--- src/rtl/dps_uart_rx_engine.sv ---
// UART 8N1 receive engine: pin synchroniser, start-bit validation and mid-bit sampling.
// Delivers one result pulse per frame: good byte, overrun or framing error.
module dps_uart_rx_engine #(
  parameter int unsigned P_COUNT_WIDTH = 20
) (
  input  logic                     iCLOCK,
  input  logic                     iRESET,
  input  logic                     iENABLE,
  input  logic [P_COUNT_WIDTH-1:0] iBAUD_COUNT,
  input  logic                     iUART_RXD,
  input  logic                     iFIFO_FULL,
  output logic                     oRX_VALID,
  output logic [7:0]               oRX_DATA,
  output logic                     oRX_FRAME_ERR,
  output logic                     oRX_OVERRUN,
  output logic                     oRX_BUSY
);

  localparam int unsigned CW = P_COUNT_WIDTH;
  localparam logic [CW-1:0] MIN_BIT_PERIOD = CW'(4);

  typedef enum logic [1:0] {IDLE, START, DATA, STOP} state_t;

  state_t        state;
  logic [1:0]    rxdSync;
  logic          rxdS;
  logic          rxdD;
  logic [CW-1:0] bitCount;
  logic [CW-1:0] bitPeriod;
  logic [2:0]    bitIndex;
  logic [7:0]    shiftReg;
  logic [CW-1:0] baudEff;
  logic [CW-1:0] halfLast;
  logic [CW-1:0] periodLast;
  logic          startEdge;

  assign rxdS       = rxdSync[1];
  assign baudEff    = (iBAUD_COUNT < MIN_BIT_PERIOD) ? MIN_BIT_PERIOD : iBAUD_COUNT;
  assign halfLast   = (bitPeriod >> 1) - CW'(1);
  assign periodLast = bitPeriod - CW'(1);
  assign startEdge  = !rxdS && rxdD;

  // Two-flop synchroniser plus one delayed copy for falling-edge detection.
  always_ff @(posedge iCLOCK or posedge iRESET) begin
    if (iRESET) begin
      rxdSync <= 2'b11;
      rxdD    <= 1'b1;
    end else begin
      rxdSync <= {rxdSync[0], iUART_RXD};
      rxdD    <= rxdS;
    end
  end

  // Frame FSM with registered result pulses and busy flag.
  always_ff @(posedge iCLOCK or posedge iRESET) begin
    if (iRESET) begin
      state         <= IDLE;
      bitCount      <= '0;
      bitPeriod     <= MIN_BIT_PERIOD;
      bitIndex      <= 3'd0;
      shiftReg      <= 8'h00;
      oRX_VALID     <= 1'b0;
      oRX_DATA      <= 8'h00;
      oRX_FRAME_ERR <= 1'b0;
      oRX_OVERRUN   <= 1'b0;
      oRX_BUSY      <= 1'b0;
    end else begin
      oRX_VALID     <= 1'b0;
      oRX_FRAME_ERR <= 1'b0;
      oRX_OVERRUN   <= 1'b0;
      if (!iENABLE) begin
        state    <= IDLE;
        oRX_BUSY <= 1'b0;
      end else begin
        case (state)
          IDLE: begin
            if (startEdge) begin
              state     <= START;
              oRX_BUSY  <= 1'b1;
              bitCount  <= '0;
              bitIndex  <= 3'd0;
              bitPeriod <= baudEff;
            end
          end
          START: begin
            if (bitCount == halfLast) begin
              bitCount <= '0;
              if (rxdS) begin
                state    <= IDLE;
                oRX_BUSY <= 1'b0;
              end else begin
                state <= DATA;
              end
            end else begin
              bitCount <= bitCount + CW'(1);
            end
          end
          DATA: begin
            if (bitCount == periodLast) begin
              bitCount <= '0;
              shiftReg <= {rxdS, shiftReg[7:1]};
              bitIndex <= bitIndex + 3'd1;
              if (bitIndex == 3'd7) state <= STOP;
            end else begin
              bitCount <= bitCount + CW'(1);
            end
          end
          STOP: begin
            if (bitCount == periodLast) begin
              state    <= IDLE;
              oRX_BUSY <= 1'b0;
              bitCount <= '0;
              if (!rxdS) begin
                oRX_FRAME_ERR <= 1'b1;
              end else if (iFIFO_FULL) begin
                oRX_OVERRUN <= 1'b1;
              end else begin
                oRX_VALID <= 1'b1;
                oRX_DATA  <= shiftReg;
              end
            end else begin
              bitCount <= bitCount + CW'(1);
            end
          end
          default: begin
            state    <= IDLE;
            oRX_BUSY <= 1'b0;
          end
        endcase
      end
    end
  end

endmodule

--- config.mk ---
export PLATFORM = sky130hd
export DESIGN_NAME = dps_uart_rx_engine
export DESIGN_NICKNAME = d
export VERILOG_FILES = /design/src/rtl/dps_uart_rx_engine.sv
export SDC_FILE = /design/constraint.sdc
export NUM_CORES = 1
export LEC_CHECK = 0
export ABC_CLOCK_PERIOD_IN_PS = 7100
export CORE_MARGIN = 2
export CORE_UTILIZATION = 64
export DETAILED_ROUTE_END_ITERATION = 10
export PLACE_DENSITY_LB_ADDON = 0.25
export SLEW_MARGIN = 20
export SYNTH_ARGS = -nofsm -noshare
export SYNTH_HDL_FRONTEND = slang
export SYNTH_SLANG_ARGS = --single-unit
--- constraint.sdc ---
create_clock -name iCLOCK -period 7.1 [get_ports iCLOCK]
set_clock_uncertainty 0.1 [all_clocks]
set_input_delay 0.71 -clock iCLOCK [delete_from_list [all_inputs] [get_ports iCLOCK]]
set_output_delay 0.71 -clock iCLOCK [all_outputs]
set_load 0.02 [all_outputs]
# Word level (Yosys, flattened, before mapping)
# Cells that the tools add are included.
# word_totals
mem_bits_rw,0
memories,0
word_cells,81
register_bits,68
input_bits,25
latch_bits,0
output_inout_bits,12
romBits,0
# op_classes
n_reduce_logical,12
muxes,36
mul,0
magnitude_cmp,1
add_sub_neg,4
n_eq_ne,15
n_shift,0
n_div,0
bitwise,1
# op_table
operator,n
$mux W20,4
$pmux W20 S3,1
$eq A20 B20 Y1,2
$add A20 B1 Y20 const B,1
$lt A20 B3 Y1 const B,1
$sub A19 B1 Y20 const B,1
$sub A20 B1 Y20 const B,1
$mux W1,19
$ne A3 B3 Y1 const B,6
$reduce_and A5 Y1,3
$mux W2,7
$pmux W2 S4,1
$mux W3,2
$pmux W3 S2,1
$reduce_and A3 Y1,2
$eq A2 B2 Y1 const B,2
$ne A2 B2 Y1 const B,2
$ne A4 B1 Y1 const B,1
$reduce_and A4 Y1,1
$add A3 B1 Y3 const B,1
$eq A3 B3 Y1 const B,1
$pmux W1 S3,1
$eq A2 B1 Y1 const B,1
$logic_not A2 Y1,1
6 further kinds,6

# Logic depth before layout (Yosys ltp)
# Gate-level depths: netlist of run 1.
# depth
depth_word,5
mapped_depth,13
mapped_depth_nobuf,10

# Worst setup path before layout of run 1
# OpenSTA, ideal clock, no wires.
# synth_path
path_type,flip-flop to flip-flop
from,reg bitPeriod[2]
to,reg shiftReg[0]
arrival_ps,3056
path_buffers,1
synth_period_minus_slack_ps,3283
setup_ps,128
t_required_ps,6872
path_slack_ps,3817
stages_incl_launch_ff,12
cell_sequence,dfstp_2 clkbuf_1 inv_1 ha_1 nor4b_4 nand4_1 or4_1 a211oi_1 nand2b_1 and3_1 nand3_2 mux2_1
# synth_between
elab_chain_cells,3
# synth_rtl
item,line_no,rtl
"start, declared",29,logic [CW-1:0] bitPeriod;
"start signal, assigned",82,bitPeriod <= baudEff;
$sub A20 B1 Y20,40,assign periodLast = bitPeriod - CW'(1);
$eq A20 B20 Y1,99,if (bitCount == periodLast) begin
$reduce_and A3 Y1 (no source line),n/a,
"end signal, assigned",101,"shiftReg <= {rxdS, shiftReg[7:1]};"
"end, declared",31,logic [7:0] shiftReg;
# Every way passes these cells.
# A chain may end at the register's enable or synchronous reset.

# Worst setup path after layout of run 1
# layout_path
from,reg bitPeriod[1]
to,reg state[1]
# layout_between
elab_chain_cells,4
word_cells_on_any_way,8
cone_classes,add/sub: 2; eq/ne: 5; reduce/logical: 1
# layout_rtl
item,line_no,rtl
$sub A20 B1 Y20 / $sub A19 B1 Y20 (equally long branches),"40, 39",
$eq A20 B20 Y1 (on tied branches),"99, 109, 86",
$ne A3 B3 Y1 (no source line),n/a,
$reduce_and A5 Y1 (no source line) *,n/a,
"end signal, assigned",57,state <= IDLE;
"end signal, assigned",103,if (bitIndex == 3'd7) state <= STOP;
"end signal, assigned",110,state <= IDLE;
"end, declared",24,state_t state;
# Every way passes the cells marked *; elsewhere a longest branch is shown, timed or not.

==> results.yml, run 1 <==
timing:
  finalSetupViolations: 0
  worstMarginPinSlew_ns: 0.884
  slew_violations: 0
  finalSetupTns_ns: 0
  finalCritPeriodShare_pct: 54.6
  rsz0062_at_grt: "no"
  clock.fmax_ghz: 0.258
  relSlewSlack_pct: 41.0
  whs_ns: 0.255
  finalHoldViolations: 0
  period_minus_slack_ns: 3.88
critical_path:
  path_max_fanout: 18
  path_class: "flop to flop"
  reg2regPathDepth: 10
  cp-start-kind: "flop"
  end_kind: "flop"
  cp.arrival_ns: 4.05
  path_common_cell: "nand4_1"
  path_cells: "inv_1 > ha_1 > nor2b_1 > nand4_1 > or4b_1 > a221oi_1 > nand4_1 > o41a_1 > a2111oi_4 > mux2i_1"
  crit_path_top_delay_cell: "o41a_1"
  cp.required_ns: 7.27
  cp_slowest_stage_delay_ns: 0.65
global_routing:
  grt_pass1_wl_mm: 19.3
  grt_max_degree: 69
  grt_pass1_vias: 3891
  antenna_found_initial: 0
  gr-usage-all-layers_pct: 29.8
  grt_overflow_total: 0
synthesis:
  netlist-cell-type-count: 71
  ys_seq_area_share_pct: 35.7
  synth_xor_area_share_pct: 8.97
  synth_nets: 562
  ys_ff_latch: 68
  synthFlopType: "dfrtp_1"
  synth_top_family_by_area: "simple AND/OR/NAND/NOR gates"
  syn_area_mm2: 0.00478
  synth_compound_area_share_pct: 11.6
  synthSimpleGateAreaFrac_pct: 25.7
  ys.warnings.count: 0
  synth.mux.area_fraction_pct: 10.1
  synth-edff-count: 0
  async_reset_ff_share_pct: 100
  synth_cells: 527
  post_synth.cell_area_avg_um2: 9.07
  synthAdderAreaFrac_pct: 2.62
floorplanning:
  core_area_mm2: 0.00725
  fp.dieH_um: 90.4
  start_util_pct: 65.9
  die-area_mm2: 0.00818
  fp.dieW_um: 90.4
  num_rows: 31
  io_pins: 37
route:
  wl_per_cell_um: 18.1
  via_per_inst: 6.37
  drtAntennaViolNets: 0
  first_pass_iters: 6
  vias: 4078
  drc: 0
  routed_wirelength_mm: 11.6
  initialDrtViolationCount: 376
job:
  drv_cap: 0
clock_network:
  cts_root_buf: "clkbuf_8"
  clkSinkCount: 68
  cts_setup_buffers: 0
  clockBufferDepth: 2
  clkSlewWorstSetupHoldPaths_ns: 0.08
  cts_hold_buf: 0
  htreeDepth: 3
  insertion_delay_ns: 0.35
  cts_resized: 0
  cts_inserted_buffers: 9
  cts_tree: "built"
status:
  status: "finished, final reports clean"
cells_and_area:
  area_growth_pct: 10.8
  drive_above_1_share_pct: 11.1
  num-nets-final: 571
  fin_area_mm2: 0.00530
  instances_no_fill: 640
  antenna_cells: 0
  nFillCells: 567
placed_design:
  placed_cell_area_mm2: 0.00512
  place_congestion: 0.928
  port_buffers: 36
  hpwl_mm: 8.44
  place_inst: 624
power_and_ir_drop:
  ir_drop_mv: 0.135
  p_leak_nw: 2.11
  powerDensity_mw_per_mm2: 275
min_path:
  holdPathStages: 0
  holdCritPathClass: "flop to flop"
power by group:
part	internal, mW	switching (mW)
Combinational	0.255	0.317
Clock	0.128	0.164
Sequential	0.446	0.150
through the flow:
stage	setup WS, ns	power (mW)	utilization [%]
2_1_floorplan	3.82	1.03	-
3_3_place_gp	3.42	1.14	70.5
3_5_place_dp	3.25	1.16	70.7
4_1_cts	3.24	1.45	73.1
5_1_grt	2.87	1.54	73.1
6_report	3.22	1.46	73.1
worst max-delay path: cells and delay by family, from the launching register on:
family	cells	cell delay, ns
buffers and inverters	1	0.14
adders and majority gates	1	0.34
AOI/OAI and AO/OA	3	1.37
and+or+nand+nor	4	1.18
DFF	1	0.43
muxes	1	0.23
cells in the mapped netlist (all sizes together) (7+ instances only):
library cell,count,share of area (%)
dfrtp,64,33
nand2,63,5.0
mux2,35,8.2
xnor2,35,6.4
clkbuf,34,2.7
nor2,28,2.2
nor3,20,2.2
inv,19,1.5
nand3,18,2.0
nor4,18,2.8
nand4,15,2.3
o21ai,15,1.8
xor2,14,2.6
o221ai,11,2.0
ha,10,2.6
and2,9,1.2
buf,9,1.2
mux2i,9,1.9
or3,8,1.0
and3,7,0.92
nor2b,7,0.92
registers in the layout (all words and copies together), names as in the netlist:
signal / flops
bitCount: 20
bitIndex: 3
bitPeriod: 20
oRX_BUSY: 1
oRX_DATA: 8
oRX_FRAME_ERR: 1
oRX_OVERRUN: 1
oRX_VALID: 1
rxdD: 1
rxdSync: 2
shiftReg: 8
state: 2
routing by layer:
layer / vias to the layer above / share of wire [%] / global-route usage (%)
met5: - / 0 / 0
met4: 0 / 2.0 / 9.62
met3: 27 / 7.7 / 6.59
met2: 173 / 45 / 46.1
met1: 1960 / 45 / 41.8
li1: 1918 / - / -
cells in the final DEF, fill, tap and decap left out, types with 8 or more instances in the layout:
master,Yosys,layout
nand4_1,14,14
inv_1,19,18
clkbuf_8,0,9
nand2_1,62,62
dfrtp_1,64,64
o221ai_1,11,11
mux2_2,18,18
nand3_1,17,17
ha_1,10,10
and2_1,9,9
clkdlybuf4s50_1,0,36
mux2_1,17,17
nor3_1,19,19
nor2_1,28,28
mux2i_1,9,9
nor4_1,16,16
or3_1,8,8
xnor2_1,35,35
xor2_1,14,14
worst paths after layout:
path / slack, ns / startpoint / to
hold reg to reg: 0.26 / rxdSync[0] / rxdSync[1]
setup / recovery: 3.22 / bitPeriod[1] / state[1]
min in group asynchronous: 0.84 / iRESET / bitCount[16]
max in group asynchronous: 5.53 / iRESET / bitPeriod[12]
hold / removal: 0.26 / rxdSync[0] / rxdSync[1]
setup reg to reg: 3.22 / bitPeriod[1] / state[1]
cells by family after synthesis:
logic type | count (synthesis)
fa+ha+maj | 10
buf+inv | 62
simple gates | 222
compound gates | 72
flops | 68
xor+xnor | 49
mux | 44
area by class of cell:
class / instances / area [µm²] / area share, %
flip-flops and latches: 68 / 1710 / 32.2
repair buffers: 41 / 402 / 7.58
clock buffers: 9 / 124 / 2.34
multi-input cells: 397 / 2820 / 53.2
clock inverters: 7 / 51.3 / 0.968
inverters: 19 / 71.3 / 1.35
well taps: 99 / 124 / 2.34
(Power assumes the default switching activity.)
==> inputs of run 2 (changes only) <==
--- a/config.mk
+++ b/config.mk
@@ -5,9 +5,9 @@
 export SDC_FILE = /design/constraint.sdc
 export NUM_CORES = 1
 export LEC_CHECK = 0
-export ABC_CLOCK_PERIOD_IN_PS = 7100
+export ABC_CLOCK_PERIOD_IN_PS = 3700
 export CORE_MARGIN = 2
-export CORE_UTILIZATION = 64
+export CORE_UTILIZATION = 59
 export DETAILED_ROUTE_END_ITERATION = 10
 export PLACE_DENSITY_LB_ADDON = 0.25
 export SLEW_MARGIN = 20
==> constraint.sdc (replaced) <==
create_clock -name iCLOCK -period 3.7 [get_ports iCLOCK]
set_clock_uncertainty 0.1 [all_clocks]
set_input_delay 0.37 -clock iCLOCK [delete_from_list [all_inputs] [get_ports iCLOCK]]
set_output_delay 0.37 -clock iCLOCK [all_outputs]
set_load 0.02 [all_outputs]
==> results.yml, run 2 (same netlist as run 1, synthesis figures left out) <==
route:
  vias: 4091
  wirelength_met1_mm: 5.17
  via_per_inst: 6.22
  routed_wirelength_mm: 11.8
  drtAntennaViolNets: 0
  met3_length_um: 869
  initialDrtViolationCount: 355
  top_layer_used: "met4"
  first_pass_iters: 5
  drc: 0
  wl_per_cell_um: 18.0
  met2_length_mm: 5.56
power_and_ir_drop:
  p_leak_nw: 2.18
  powerDensity_mw_per_mm2: 529
  ir_drop_mv: 0.220
  finalPower_mw: 2.88
cells_and_area:
  most-common-layout-cells: "dfrtp_1 (64), nand2_1 (62), clkdlybuf4s50_1 (36)"
  antenna_cells: 0
  register_area_mm2: 0.00171
  nFillCells: 609
  instances_no_fill: 658
  multi_input_area_mm2: 0.00285
  final_common_cell: "dfrtp_1"
  drive_above_1_share_pct: 14.2
  area_growth_pct: 13.6
  num-nets-final: 586
  reg_top3: "bitCount x20, bitPeriod x20"
timing:
  clock.fmax_ghz: 0.285
  setup_ws_ns: 0.185
  period_minus_slack_ns: 3.51
  finalSetupViolations: 0
  relSlewSlack_pct: 54.1
  slew_violations: 0
  finalSetupTns_ns: 0
  finalHoldViolations: 0
  worstMarginPinSlew_ns: 0.682
  finalCritPeriodShare_pct: 95.0
  rsz0062_at_grt: "no"
clock_network:
  clockBufferDepth: 2
  cts_root_buf: "clkbuf_8"
  cts_inserted_buffers: 9
  clkSlewWorstSetupHoldPaths_ns: 0.09
  cts_tree: "built"
  insertion_delay_ns: 0.35
  htreeDepth: 3
  clkSinkCount: 68
  cts_hold_buf: 0
global_routing:
  grt_pass1_wl_mm: 19.8
  grt_pass1_vias: 4049
  gr-usage-all-layers_pct: 28.6
  antenna_found_initial: 0
  grt_overflow_total: 0
  grt_max_degree: 56
critical_path:
  path_class: "flop to flop"
  cp.required_ns: 3.87
  cp_slowest_stage_delay_ns: 0.54
  path_max_fanout: 8
  path_cells: "inv_1 > ha_2 > nor2b_2 > nand4_1 > or4b_1 > a221oi_1 > nand4_1 > o41a_1 > buf_4 > a2111oi_4 > mux2i_1"
  crit_path_top_delay_cell: "or4b_1"
  end_kind: "flop"
  cp.arrival_ns: 3.69
  cp-start-kind: "flop"
  path_common_cell: "nand4_1"
placed_design:
  port_buffers: 36
  place_congestion: 0.957
  pre_cts_ws_ns: 0.0637
  hpwl_mm: 8.67
  place_inst: 640
floorplanning:
  fp.dieH_um: 94.0
  die-area_mm2: 0.00884
  start_util_pct: 61.2
  io_pins: 37
  num_rows: 32
  fp.dieW_um: 94.0
  core_area_mm2: 0.00781
job:
  drv_cap: 0
status:
  status: "finished, final reports clean"
min_path:
  holdCritPathClass: "flop to flop"
-- run 2: changes by cell type in the layout (fill, tap and decap cells not counted), sizes merged --
cell    delta
clkinv     -1
clkbuf     +1
o21ai      +1
buf       +14
-- run 2: timing repair --
item / CTS / global route
endpoints found under the setup margin: 0 / 42
gates resized for setup: 0 / 4
buffers inserted: 0 / 1
-- run 2: per-layer routing --
metal	vias up	GRT usage [%]
met4	0	11.2
li1	1949	-
met1	1967	39.5
met2	154	44.8
met3	21	5.14
met5	-	0
-- run 2: cell type report --
type                            count  share of cell area, %
Clock buffer                       10                   2.53
Clock inverter                      6                  0.714
Inverter                           19                   1.36
Multi-Input combinational cell    398                   52.4
Sequential cell                    68                   31.4
Tap cell                          102                   2.35
Timing Repair Buffer               55                   9.26
-- run 2: worst max-delay path: cells and delay by family (launching register included) --
kind	cells	cell delay (ns)
buffers and inverters	2	0.31
multiplexers	1	0.22
adder cells (fa/ha/maj)	1	0.27
AO/OA/AOI/OAI	3	0.98
AND/OR/NAND/NOR	4	1.12
flip-flops	1	0.43
-- run 2: per-stage QoR --
step                      utilization, %  hold WS [ns]  instance area, µm²
after floorplan                        -         0.245                4780
after global placement              66.9         0.246                5220
after detailed placement            66.9         0.254                5230
after CTS                           69.2         0.261                5400
after global routing                69.6         0.268                5430
final                               69.6         0.264                5430
-- run 2: worst paths after layout --
check,from,to,slack [ns],depth (start not counted)
hold reg to reg,rxdSync[0],rxdSync[1],0.26,0
setup / recovery,bitPeriod[1],state[1],0.19,11
setup reg to reg,bitPeriod[1],state[1],0.19,11
hold / removal,rxdSync[0],rxdSync[1],0.26,0
min in group asynchronous,iRESET,oRX_DATA[2],0.38,2
max in group asynchronous,iRESET,bitCount[16],2.51,3
-- run 2: power breakdown --
| part | switching, mW | internal, mW |
|---|---|---|
| logic | 0.648 | 0.534 |
| registers | 0.263 | 0.857 |
| clock network | 0.312 | 0.260 |
